$ cat src/rtl/axi_loopback_engine.sv
// AXI read-to-write loopback engine: reads num_beats from src_addr, optionally transforms,
// and writes them to dst_addr through an internal FIFO, one burst at a time per direction.
module axi_loopback_engine #(
  parameter int DATA_WIDTH      = 64,
  parameter int ADDR_WIDTH      = 32,
  parameter int MAX_BURST       = 16,
  parameter int FIFO_ADDR_WIDTH = 5
) (
  input  logic                    clk,
  input  logic                    reset,
  input  logic                    start,
  input  logic [1:0]              mode,
  input  logic [ADDR_WIDTH-1:0]   src_addr,
  input  logic [ADDR_WIDTH-1:0]   dst_addr,
  input  logic [15:0]             num_beats,
  output logic                    busy,
  output logic                    done,
  output logic                    err,
  output logic [ADDR_WIDTH-1:0]   araddr,
  output logic [3:0]              arlen,
  output logic [2:0]              arsize,
  output logic [1:0]              arburst,
  output logic                    arvalid,
  input  logic                    arready,
  input  logic [DATA_WIDTH-1:0]   rdata,
  input  logic [1:0]              rresp,
  input  logic                    rlast,
  input  logic                    rvalid,
  output logic                    rready,
  output logic [ADDR_WIDTH-1:0]   awaddr,
  output logic [3:0]              awlen,
  output logic [2:0]              awsize,
  output logic [1:0]              awburst,
  output logic                    awvalid,
  input  logic                    awready,
  output logic [DATA_WIDTH-1:0]   wdata,
  output logic [DATA_WIDTH/8-1:0] wstrb,
  output logic                    wlast,
  output logic                    wvalid,
  input  logic                    wready,
  input  logic [1:0]              bresp,
  input  logic                    bvalid,
  output logic                    bready
);

  localparam int          BYTES = DATA_WIDTH / 8;
  localparam int          SIZE  = $clog2(BYTES);
  localparam int          FA    = FIFO_ADDR_WIDTH;
  localparam int          DEPTH = 1 << FA;
  localparam logic [15:0] MAXB  = 16'(MAX_BURST);

  typedef enum logic [1:0] {RD_IDLE, RD_AR, RD_R} rd_state_e;
  typedef enum logic [2:0] {WR_IDLE, WR_AW, WR_W, WR_B, WR_FIN} wr_state_e;

  rd_state_e rd_state_q, rd_state_d;
  wr_state_e wr_state_q, wr_state_d;

  logic                  busy_q, busy_d, done_q, done_d, err_q, err_d;
  logic [1:0]            mode_q, mode_d;
  logic [ADDR_WIDTH-1:0] rd_addr_q, rd_addr_d, wr_addr_q, wr_addr_d;
  logic [15:0]           rd_rem_q, rd_rem_d, wr_rem_q, wr_rem_d;
  logic [15:0]           wr_burst_q, wr_burst_d, wr_beat_q, wr_beat_d, wr_idx_q, wr_idx_d;

  logic [ADDR_WIDTH-1:0] araddr_q, araddr_d, awaddr_q, awaddr_d;
  logic [3:0]            arlen_q, arlen_d, awlen_q, awlen_d;
  logic [2:0]            arsize_q, arsize_d, awsize_q, awsize_d;
  logic [1:0]            arburst_q, arburst_d, awburst_q, awburst_d;
  logic                  arvalid_q, arvalid_d, rready_q, rready_d;
  logic                  awvalid_q, awvalid_d, wvalid_q, wvalid_d;
  logic                  wlast_q, wlast_d, bready_q, bready_d;
  logic [DATA_WIDTH-1:0] wdata_q, wdata_d;
  logic [BYTES-1:0]      wstrb_q, wstrb_d;

  logic [DEPTH-1:0][DATA_WIDTH-1:0] fifo_mem_q, fifo_mem_d;
  logic [FA-1:0]         wr_ptr_q, wr_ptr_d, rd_ptr_q, rd_ptr_d, rd_ptr_nxt;
  logic [FA:0]           cnt_q, cnt_d, free;
  logic                  push, pop;
  logic [15:0]           rd_beats, wr_beats;

  function automatic logic [DATA_WIDTH-1:0] xform(input logic [1:0] m,
                                                  input logic [DATA_WIDTH-1:0] d,
                                                  input logic [15:0] idx);
    case (m)
      2'd1:    return ~d;
      2'd2:    return DATA_WIDTH'(idx);
      default: return d;
    endcase
  endfunction

  assign rd_beats   = (rd_rem_q > MAXB) ? MAXB : rd_rem_q;
  assign wr_beats   = (wr_rem_q > MAXB) ? MAXB : wr_rem_q;
  assign free       = (FA+1)'(DEPTH) - cnt_q;
  assign rd_ptr_nxt = rd_ptr_q + FA'(1);

  always_comb begin
    busy_d     = busy_q;
    done_d     = 1'b0;
    err_d      = err_q;
    mode_d     = mode_q;
    rd_state_d = rd_state_q;
    wr_state_d = wr_state_q;
    rd_addr_d  = rd_addr_q;
    wr_addr_d  = wr_addr_q;
    rd_rem_d   = rd_rem_q;
    wr_rem_d   = wr_rem_q;
    wr_burst_d = wr_burst_q;
    wr_beat_d  = wr_beat_q;
    wr_idx_d   = wr_idx_q;
    araddr_d   = araddr_q;
    arlen_d    = arlen_q;
    arsize_d   = arsize_q;
    arburst_d  = arburst_q;
    arvalid_d  = arvalid_q;
    rready_d   = rready_q;
    awaddr_d   = awaddr_q;
    awlen_d    = awlen_q;
    awsize_d   = awsize_q;
    awburst_d  = awburst_q;
    awvalid_d  = awvalid_q;
    wvalid_d   = wvalid_q;
    wlast_d    = wlast_q;
    wdata_d    = wdata_q;
    wstrb_d    = wstrb_q;
    bready_d   = bready_q;
    push       = 1'b0;
    pop        = 1'b0;

    if (!busy_q && start) begin
      err_d     = 1'b0;
      mode_d    = (mode == 2'd3) ? 2'd0 : mode;
      rd_addr_d = src_addr;
      wr_addr_d = dst_addr;
      rd_rem_d  = num_beats;
      wr_rem_d  = num_beats;
      wr_idx_d  = '0;
      if (num_beats == 16'd0) begin
        done_d = 1'b1;
      end else begin
        busy_d     = 1'b1;
        wr_state_d = WR_AW;
        rd_state_d = (mode == 2'd2) ? RD_IDLE : RD_AR;
      end
    end

    // Read side: only one burst outstanding, so free space checked at AR cannot be stolen.
    case (rd_state_q)
      RD_AR: begin
        if (!arvalid_q) begin
          if (16'(free) >= rd_beats) begin
            arvalid_d = 1'b1;
            araddr_d  = rd_addr_q;
            arlen_d   = 4'(rd_beats - 16'd1);
            arsize_d  = 3'(SIZE);
            arburst_d = 2'b01;
          end
        end else if (arready) begin
          arvalid_d  = 1'b0;
          rready_d   = 1'b1;
          rd_state_d = RD_R;
          rd_addr_d  = rd_addr_q + (ADDR_WIDTH'(rd_beats) << SIZE);
          rd_rem_d   = rd_rem_q - rd_beats;
        end
      end
      RD_R: begin
        if (rvalid) begin
          push = 1'b1;
          if (rresp != 2'b00) err_d = 1'b1;
          if (rlast) begin
            rready_d   = 1'b0;
            rd_state_d = (rd_rem_q == 16'd0) ? RD_IDLE : RD_AR;
          end
        end
      end
      default: ;
    endcase

    // Write side: the whole burst is in the FIFO before AW, so wdata can be
    // preloaded from head and head+1 without ever waiting on the read side.
    case (wr_state_q)
      WR_AW: begin
        if (!awvalid_q) begin
          if (mode_q == 2'd2 || 16'(cnt_q) >= wr_beats) begin
            awvalid_d = 1'b1;
            awaddr_d  = wr_addr_q;
            awlen_d   = 4'(wr_beats - 16'd1);
            awsize_d  = 3'(SIZE);
            awburst_d = 2'b01;
          end
        end else if (awready) begin
          awvalid_d  = 1'b0;
          wr_state_d = WR_W;
          wr_burst_d = wr_beats;
          wr_beat_d  = '0;
          wr_addr_d  = wr_addr_q + (ADDR_WIDTH'(wr_beats) << SIZE);
          wr_rem_d   = wr_rem_q - wr_beats;
          wvalid_d   = 1'b1;
          wstrb_d    = '1;
          wlast_d    = (wr_beats == 16'd1);
          wdata_d    = xform(mode_q, fifo_mem_q[rd_ptr_q], wr_idx_q);
        end
      end
      WR_W: begin
        if (wready) begin
          pop      = (mode_q != 2'd2);
          wr_idx_d = wr_idx_q + 16'd1;
          if (wlast_q) begin
            wvalid_d   = 1'b0;
            wlast_d    = 1'b0;
            bready_d   = 1'b1;
            wr_state_d = WR_B;
          end else begin
            wr_beat_d = wr_beat_q + 16'd1;
            wlast_d   = (wr_beat_q + 16'd2 == wr_burst_q);
            wdata_d   = xform(mode_q, fifo_mem_q[rd_ptr_nxt], wr_idx_q + 16'd1);
          end
        end
      end
      WR_B: begin
        if (bvalid) begin
          bready_d = 1'b0;
          if (bresp != 2'b00) err_d = 1'b1;
          wr_state_d = (wr_rem_q == 16'd0) ? WR_FIN : WR_AW;
        end
      end
      WR_FIN: begin
        done_d     = 1'b1;
        busy_d     = 1'b0;
        wr_state_d = WR_IDLE;
        rd_state_d = RD_IDLE;
      end
      default: ;
    endcase

    fifo_mem_d = fifo_mem_q;
    if (push) fifo_mem_d[wr_ptr_q] = rdata;
    wr_ptr_d = push ? wr_ptr_q + FA'(1) : wr_ptr_q;
    rd_ptr_d = pop  ? rd_ptr_nxt        : rd_ptr_q;
    case ({push, pop})
      2'b10:   cnt_d = cnt_q + (FA+1)'(1);
      2'b01:   cnt_d = cnt_q - (FA+1)'(1);
      default: cnt_d = cnt_q;
    endcase
  end

  always_ff @(posedge clk) begin
    if (reset) begin
      rd_state_q <= RD_IDLE;
      wr_state_q <= WR_IDLE;
      busy_q     <= 1'b0;
      done_q     <= 1'b0;
      err_q      <= 1'b0;
      mode_q     <= '0;
      rd_addr_q  <= '0;
      wr_addr_q  <= '0;
      rd_rem_q   <= '0;
      wr_rem_q   <= '0;
      wr_burst_q <= '0;
      wr_beat_q  <= '0;
      wr_idx_q   <= '0;
      araddr_q   <= '0;
      arlen_q    <= '0;
      arsize_q   <= '0;
      arburst_q  <= '0;
      arvalid_q  <= 1'b0;
      rready_q   <= 1'b0;
      awaddr_q   <= '0;
      awlen_q    <= '0;
      awsize_q   <= '0;
      awburst_q  <= '0;
      awvalid_q  <= 1'b0;
      wvalid_q   <= 1'b0;
      wlast_q    <= 1'b0;
      wdata_q    <= '0;
      wstrb_q    <= '0;
      bready_q   <= 1'b0;
      wr_ptr_q   <= '0;
      rd_ptr_q   <= '0;
      cnt_q      <= '0;
    end else begin
      rd_state_q <= rd_state_d;
      wr_state_q <= wr_state_d;
      busy_q     <= busy_d;
      done_q     <= done_d;
      err_q      <= err_d;
      mode_q     <= mode_d;
      rd_addr_q  <= rd_addr_d;
      wr_addr_q  <= wr_addr_d;
      rd_rem_q   <= rd_rem_d;
      wr_rem_q   <= wr_rem_d;
      wr_burst_q <= wr_burst_d;
      wr_beat_q  <= wr_beat_d;
      wr_idx_q   <= wr_idx_d;
      araddr_q   <= araddr_d;
      arlen_q    <= arlen_d;
      arsize_q   <= arsize_d;
      arburst_q  <= arburst_d;
      arvalid_q  <= arvalid_d;
      rready_q   <= rready_d;
      awaddr_q   <= awaddr_d;
      awlen_q    <= awlen_d;
      awsize_q   <= awsize_d;
      awburst_q  <= awburst_d;
      awvalid_q  <= awvalid_d;
      wvalid_q   <= wvalid_d;
      wlast_q    <= wlast_d;
      wdata_q    <= wdata_d;
      wstrb_q    <= wstrb_d;
      bready_q   <= bready_d;
      wr_ptr_q   <= wr_ptr_d;
      rd_ptr_q   <= rd_ptr_d;
      cnt_q      <= cnt_d;
    end
  end

  // Storage needs no reset; emptiness is defined by the pointers and count.
  always_ff @(posedge clk) begin
    fifo_mem_q <= fifo_mem_d;
  end

  assign busy    = busy_q;
  assign done    = done_q;
  assign err     = err_q;
  assign araddr  = araddr_q;
  assign arlen   = arlen_q;
  assign arsize  = arsize_q;
  assign arburst = arburst_q;
  assign arvalid = arvalid_q;
  assign rready  = rready_q;
  assign awaddr  = awaddr_q;
  assign awlen   = awlen_q;
  assign awsize  = awsize_q;
  assign awburst = awburst_q;
  assign awvalid = awvalid_q;
  assign wdata   = wdata_q;
  assign wstrb   = wstrb_q;
  assign wlast   = wlast_q;
  assign wvalid  = wvalid_q;
  assign bready  = bready_q;

endmodule
$ cat config.mk
export PLATFORM = sky130hd
export DESIGN_NAME = axi_loopback_engine
export DESIGN_NICKNAME = d
export VERILOG_FILES = /design/src/rtl/axi_loopback_engine.sv
export SDC_FILE = /design/constraint.sdc
export NUM_CORES = 2
export LEC_CHECK = 0
export CORE_MARGIN = 5
export CORE_UTILIZATION = 43
export CTS_BUF_LIST = sky130_fd_sc_hd__clkbuf_8
export DETAILED_ROUTE_END_ITERATION = 6
export PLACE_DENSITY = 0.66
export REMOVE_ABC_BUFFERS = 1
export SYNTH_ARGS = -nofsm -noshare
export SYNTH_HDL_FRONTEND = slang
export SYNTH_SLANG_ARGS = --single-unit
$ cat constraint.sdc
create_clock -name clk -period 7.1 [get_ports clk]
set_input_delay 1.42 -clock clk [delete_from_list [all_inputs] [get_ports clk]]
set_output_delay 1.42 -clock clk [all_outputs]
set_load 0.01 [all_outputs]
# Yosys cells after proc, flatten, opt, wreduce, memory -nomap -nowiden

Index checks and enable logic that the tools add are counted.

Equal/unequal tests: 25
Reductions and logical operators: 23
Bitwise gates (word level): 5
$add $sub $neg: 14
$lt $le $gt $ge: 8
Mux-type cells: 99

Operator list:

| cell                    | number |
|---|---|
| $bwmux W2048            | 1 |
| $bmux W64 S5            | 2 |
| $mux W64                | 7 |
| $pmux W64 S2            | 3 |
| $demux W64 S5           | 1 |
| $mux W16                | 17 |
| $mux W32                | 8 |
| $not A64 Y64            | 2 |
| $add A32 B19 Y32        | 2 |
| $logic_not A16 Y1       | 3 |
| $mux W1                 | 37 |
| $add A16 B1 Y16 const B | 2 |
| $ge A6 B16 Y1           | 2 |
| $gt A16 B5 Y1 const B   | 2 |
| $pmux W16 S2            | 1 |
| $sub A16 B16 Y16        | 2 |
| $mux W3                 | 8 |
| $ne A2 B2 Y1 const B    | 11 |
| $lt A5 B6 Y1 const B    | 3 |
| $add A16 B2 Y16 const B | 1 |
| $eq A16 B1 Y1 const B   | 1 |
| $eq A16 B16 Y1          | 1 |
| $reduce_and A5 Y1       | 3 |
| $mux W2                 | 7 |
| 24 further kinds        | 47 |

Register bits: 2365
Logic and storage cells: 238
Output and inout bits: 163
Input port bits: 159

# Depth between registers and ports, before layout

Word-level depth: 9
Gate-level depth with buffers: 17
Depth with buffers taken out: 16

# Worst setup path before layout

Ideal clock, no wire load.

Path type: input to register
Start: input port rvalid
End: register fifo_mem_q[1000] in the netlist's numbering (enable)
Path buffers: 1
Library setup time: 488 ps
Arrival time: 4804 ps
Slack: 1809 ps
Cell stages on the path: 4
Data required time: 6612 ps
Path through: and2_1 clkbuf_1 nand2_1 nor2_1

Word-level cells in the longest chain between the ends: 2

Ends and longest elaborated chain:

| what                 | RTL line | source |
|---|---|---|
| from (decl)          | 28       | `input logic rvalid,` |
| $mux W1              | 165      | `if (rvalid) begin` |
| $mux W1              | 146      | `case (rd_state_q)` |
| to (signal assigned) | 317      | `fifo_mem_q <= fifo_mem_d;` |
| to (decl)            | 74       | `logic [DEPTH-1:0][DATA_WIDTH-1:0] fifo_mem_q, fifo_mem_d;` |

No other way between the ends.
A chain may end at the register's enable or synchronous reset.

# Worst setup path in the final report

Start: register rd_rem_q[10]
End: register rd_addr_q[21]

Word-level cells in the longest chain between the ends: 6

Ends and longest elaborated chain:

| what                   | RTL line | source |
|---|---|---|
| from (decl)            | 61       | `logic [15:0] rd_rem_q, rd_rem_d, wr_rem_q, wr_rem_d;` |
| from (signal assigned) | 288      | `rd_rem_q <= rd_rem_d;` |
| $gt A16 B5 Y1          | 90       | `assign rd_beats = (rd_rem_q > MAXB) ? MAXB : rd_rem_q;` |
| $mux W16 *             | 90       |  |
| $add A32 B19 Y32 *     | 160      | `rd_addr_d = rd_addr_q + (ADDR_WIDTH'(rd_beats) << SIZE);` |
| $mux W32 *             | 156      | `end else if (arready) begin` |
| $mux W32 *             | 148      | `if (!arvalid_q) begin` |
| $mux W32 *             | 146      |  |
| to (signal assigned)   | 286      | `rd_addr_q <= rd_addr_d;` |
| to (decl)              | 60       | `logic [ADDR_WIDTH-1:0] rd_addr_q, rd_addr_d, wr_addr_q, wr_addr_d;` |

Every way passes the cells marked *; elsewhere a longest branch is shown, timed or not.

==> flow_metrics.tcl <==
set metrics [dict create \
    outcome "finished clean" \
    cts_resized 0 \
    port_buffers 317 \
    drtIter0Drc 8510 \
    crit_end "rd_addr_q[21]" \
    hold_violations 0 \
    ys_seq_elements 2363 \
    clk_latency_ns 1.12 \
    ys_top_cells_by_area "edfxtp_1, mux4_2, dfxtp_1" \
    grt_overflow_total 0 \
    place_congestion 0.8550 \
    htreeDepth 5 \
    initial_core_util_pct 43.18 \
    final_nets 6713 \
    power.density_nw_per_um2 217.5 \
    io_pins 322 \
    path_max_fanout 9 \
    die_w_um 517.9 \
    cts_hold_buf 0 \
    clock.fmax_mhz 202.0 \
    grt.total_usage_pct 23.79 \
    crit_path_end_kind "register" \
    drive_above_1_share_pct 29.29 \
    reg2reg_depth 16 \
    cts_setup_buffers 0 \
    n_fill_cell 21090 \
    synth_edf_count 2048 \
    clkTransAtPathRegs_ns 0.06 \
    synth.distinct_cells 86 \
    synth_top_area_share_pct 55.44 \
    final_area_um2 125500 \
    syn_area_um2 110900 \
    synth_cells 6044 \
    async_flop_share_pct 0 \
    fin_cells 10190 \
    yosysSeqAreaShare_pct 61.12 \
    critPathArrivalTime_ns 5.85 \
    ys.flop_type "edfxtp_1" \
    avgSynthCellArea_um2 18.35 \
    num_vias 65500 \
    power.leakage_nw 40.45 \
    cts_tree "done" \
    cts_root_buf "clkbuf_8" \
    drv_slew 0 \
    dp_hpwl_um 188800 \
    worstPathRequired_ns 8.00 \
    fin_crit_ns 4.950 \
    cap_violations 0 \
    dr.pass1.iters 6 \
    r2r-end "rd_addr_q[21]" \
    startpoint "rd_rem_q[10]" \
    min_path_type "reg -> reg" \
    grt_pass1_wl_um 471400 \
    rows 186 \
    max_slew_margin_pct 3.534 \
    place_inst 9464 \
    placed_cell_area_um2 118200 \
    die_area_um2 268200 \
    wl_per_cell_um 31.92 \
    routed_wl_um 325300 \
    worstMarginPinSlew_ns 1.442 \
    vias_per_cell 6.427 \
    rsz0062_at_grt "no" \
    setup_violations 0 \
    netlist.top_cell.by_area "edfxtp_1" \
    crit_type "reg -> reg" \
    regToRegSetupSlack_ns 2.15 \
    antenna_found_initial 22 \
    clk_path_buf_depth 4 \
    cts_buffers 404 \
    core_um2 256900 \
    die_y_um 517.9 \
    yosysWarnings 0 \
    ant_nets 0 \
    drc_errors 0 \
    cts_sinks 2363 \
    fin_crit_sh_pct 69.72 \
    grt_max_degree 120 \
    finClkSkew_ns 0.1146 \
    start_kind "register" \
    grt_pass1_vias 65300 \
    r2r_start "rd_rem_q[10]" \
    area_growth_pct 13.15 \
    peakVddDrop_mv 0.1913 \
]
-- through the flow --
step           total power (W)  util [%]  TNS (ns)  worst slack (ns)  hold WS (ns)
2_1_floorplan          0.01582         -  -2482.08            -37.27        0.4296
3_3_place_gp           0.01620     45.99         0             2.152        0.4453
4_1_cts                0.02753     48.84         0             2.281        0.4565
5_1_grt                0.02826     48.85         0             1.815        0.4792
6_report               0.02730     48.86         0             2.150        0.4574
3_5_place_dp           0.01622     45.99         0             2.017        0.4487
-- power breakdown --
group | switching, W | total [W] | internal [W]
Clock | 0.00552 | 0.0114 | 0.00585
Sequential | 0.0000547 | 0.0152 | 0.0151
Combinational | 0.000496 | 0.000757 | 0.000261
Total | 0.00607 | 0.0273 | 0.0212
-- state kept, by name, indices dropped and copies added (netlist names), 5 cells and up --
register,flops
araddr,32
rd_rem_q,16
awaddr,32
wdata,64
fifo_mem_q,2048
wr_idx_q,16
wr_burst_q,16
rd_addr_q,32
wr_addr_q,32
rd_ptr_q,5
wr_ptr_q,5
wr_beat_q,16
cnt_q,6
wr_rem_q,16
-- worst max-delay path, stage by stage (launching register included) --
cell	delay, ns
dfxtp_1	0.32
or4_1	0.61
nor4_2	0.40
nand2_1	0.17
a21oi_1	0.39
nand2_1	0.18
inv_1	0.11
ha_1	0.22
fa_1	0.22
a21o_1	0.13
a21oi_1	0.11
o21ai_0	0.46
a41o_1	0.31
a41oi_2	0.21
nor2_1	0.48
a311oi_1	0.16
a2111oi_0	0.34
-- per-layer routing --
layer / track usage [%] / wire length (µm) / up-vias
met5: 0 / 89 / -
met4: 6.521 / 9145 / 14
met3: 5.627 / 33740 / 583
met2: 37.53 / 154100 / 3854
met1: 33.42 / 128200 / 34770
li1: - / - / 26270
-- final cells by class --
type | instances | area [µm²] | share of cell area [%]
tap | 3384 | 4234 | 3.373
clock buffer | 436 | 6001 | 4.781
timing repair buffer | 468 | 4798 | 3.823
sequential | 2363 | 67820 | 54.03
inverter | 40 | 162.7 | 0.1296
multi-input combinational | 3209 | 41140 | 32.78
antenna | 13 | 32.53 | 0.02592
clock inverter | 278 | 1334 | 1.063
-- cells in the mapped netlist (48+ instances only) --
| cell | n |
|---|---|
| edfxtp_1 | 2048 |
| mux2i_1 | 338 |
| ha_1 | 65 |
| a21oi_1 | 220 |
| dfxtp_1 | 315 |
| o21ai_0 | 72 |
| mux4_2 | 1241 |
| nor3_1 | 48 |
| buf_2 | 116 |
| nand2_1 | 277 |
| clkbuf_1 | 208 |
| buf_4 | 74 |
| nor2_1 | 318 |
| nand3_1 | 48 |
| xnor2_1 | 66 |
-- placed cells by master (no fill, tap or decap), drive strengths merged, types with 8 or more instances in the layout --
cell type,n
clkdlybuf4s50,316
or3,16
o21ai,82
nor3,49
o22ai,13
mux2,8
ha,65
a221oi,17
nand3,48
nand2b,14
mux2i,338
xnor2,68
edfxtp,2048
a21oi,220
a211oi,33
buf,151
nor2,319
nor2b,16
a22oi,27
a31oi,16
conb,30
a21o,21
nor4,22
xor2,36
a31o,10
o21bai,9
dfxtp,315
nand2,277
o211ai,12
and3,20
inv,193
o21a,12
and2,20
diode,13
nand4,21
a311oi,37
mux4,1241
clkinv,113
clkbuf,437
-- cells by family (layout without fill, tap and decap cells) --
| kind of cell | after synthesis | count (layout) | share of synthesized area, % |
|---|---|---|---|
| AND/OR/NAND/NOR | 859 | 859 | 3.463 |
| XOR/XNOR | 104 | 104 | 0.8448 |
| AO/OA/AOI/OAI | 559 | 559 | 3.231 |
| adder cells (fa/ha/maj) | 70 | 70 | 0.8053 |
| other | 2 | 43 | 0.006770 |
| flip-flops | 2363 | 2363 | 61.12 |
| multiplexers | 1587 | 1587 | 28.33 |
| buffers and inverters | 500 | 1222 | 2.202 |
-- how the worst min path moves through the flow --
stage | startpoint | end | slack, ns | cells after the start
CTS | rd_addr_q[1] | rd_addr_q[1] | 0.46 | 2
finish | rd_addr_q[1] | rd_addr_q[1] | 0.46 | 2
floorplan | rd_addr_q[0] | rd_addr_q[0] | 0.43 | 2
detailed placement | rd_addr_q[1] | rd_addr_q[1] | 0.45 | 2
global placement | rd_addr_q[1] | rd_addr_q[1] | 0.45 | 2
global route | arlen[3] | arlen[3] | 0.48 | 2
Power figures use the tool's default switching activity.
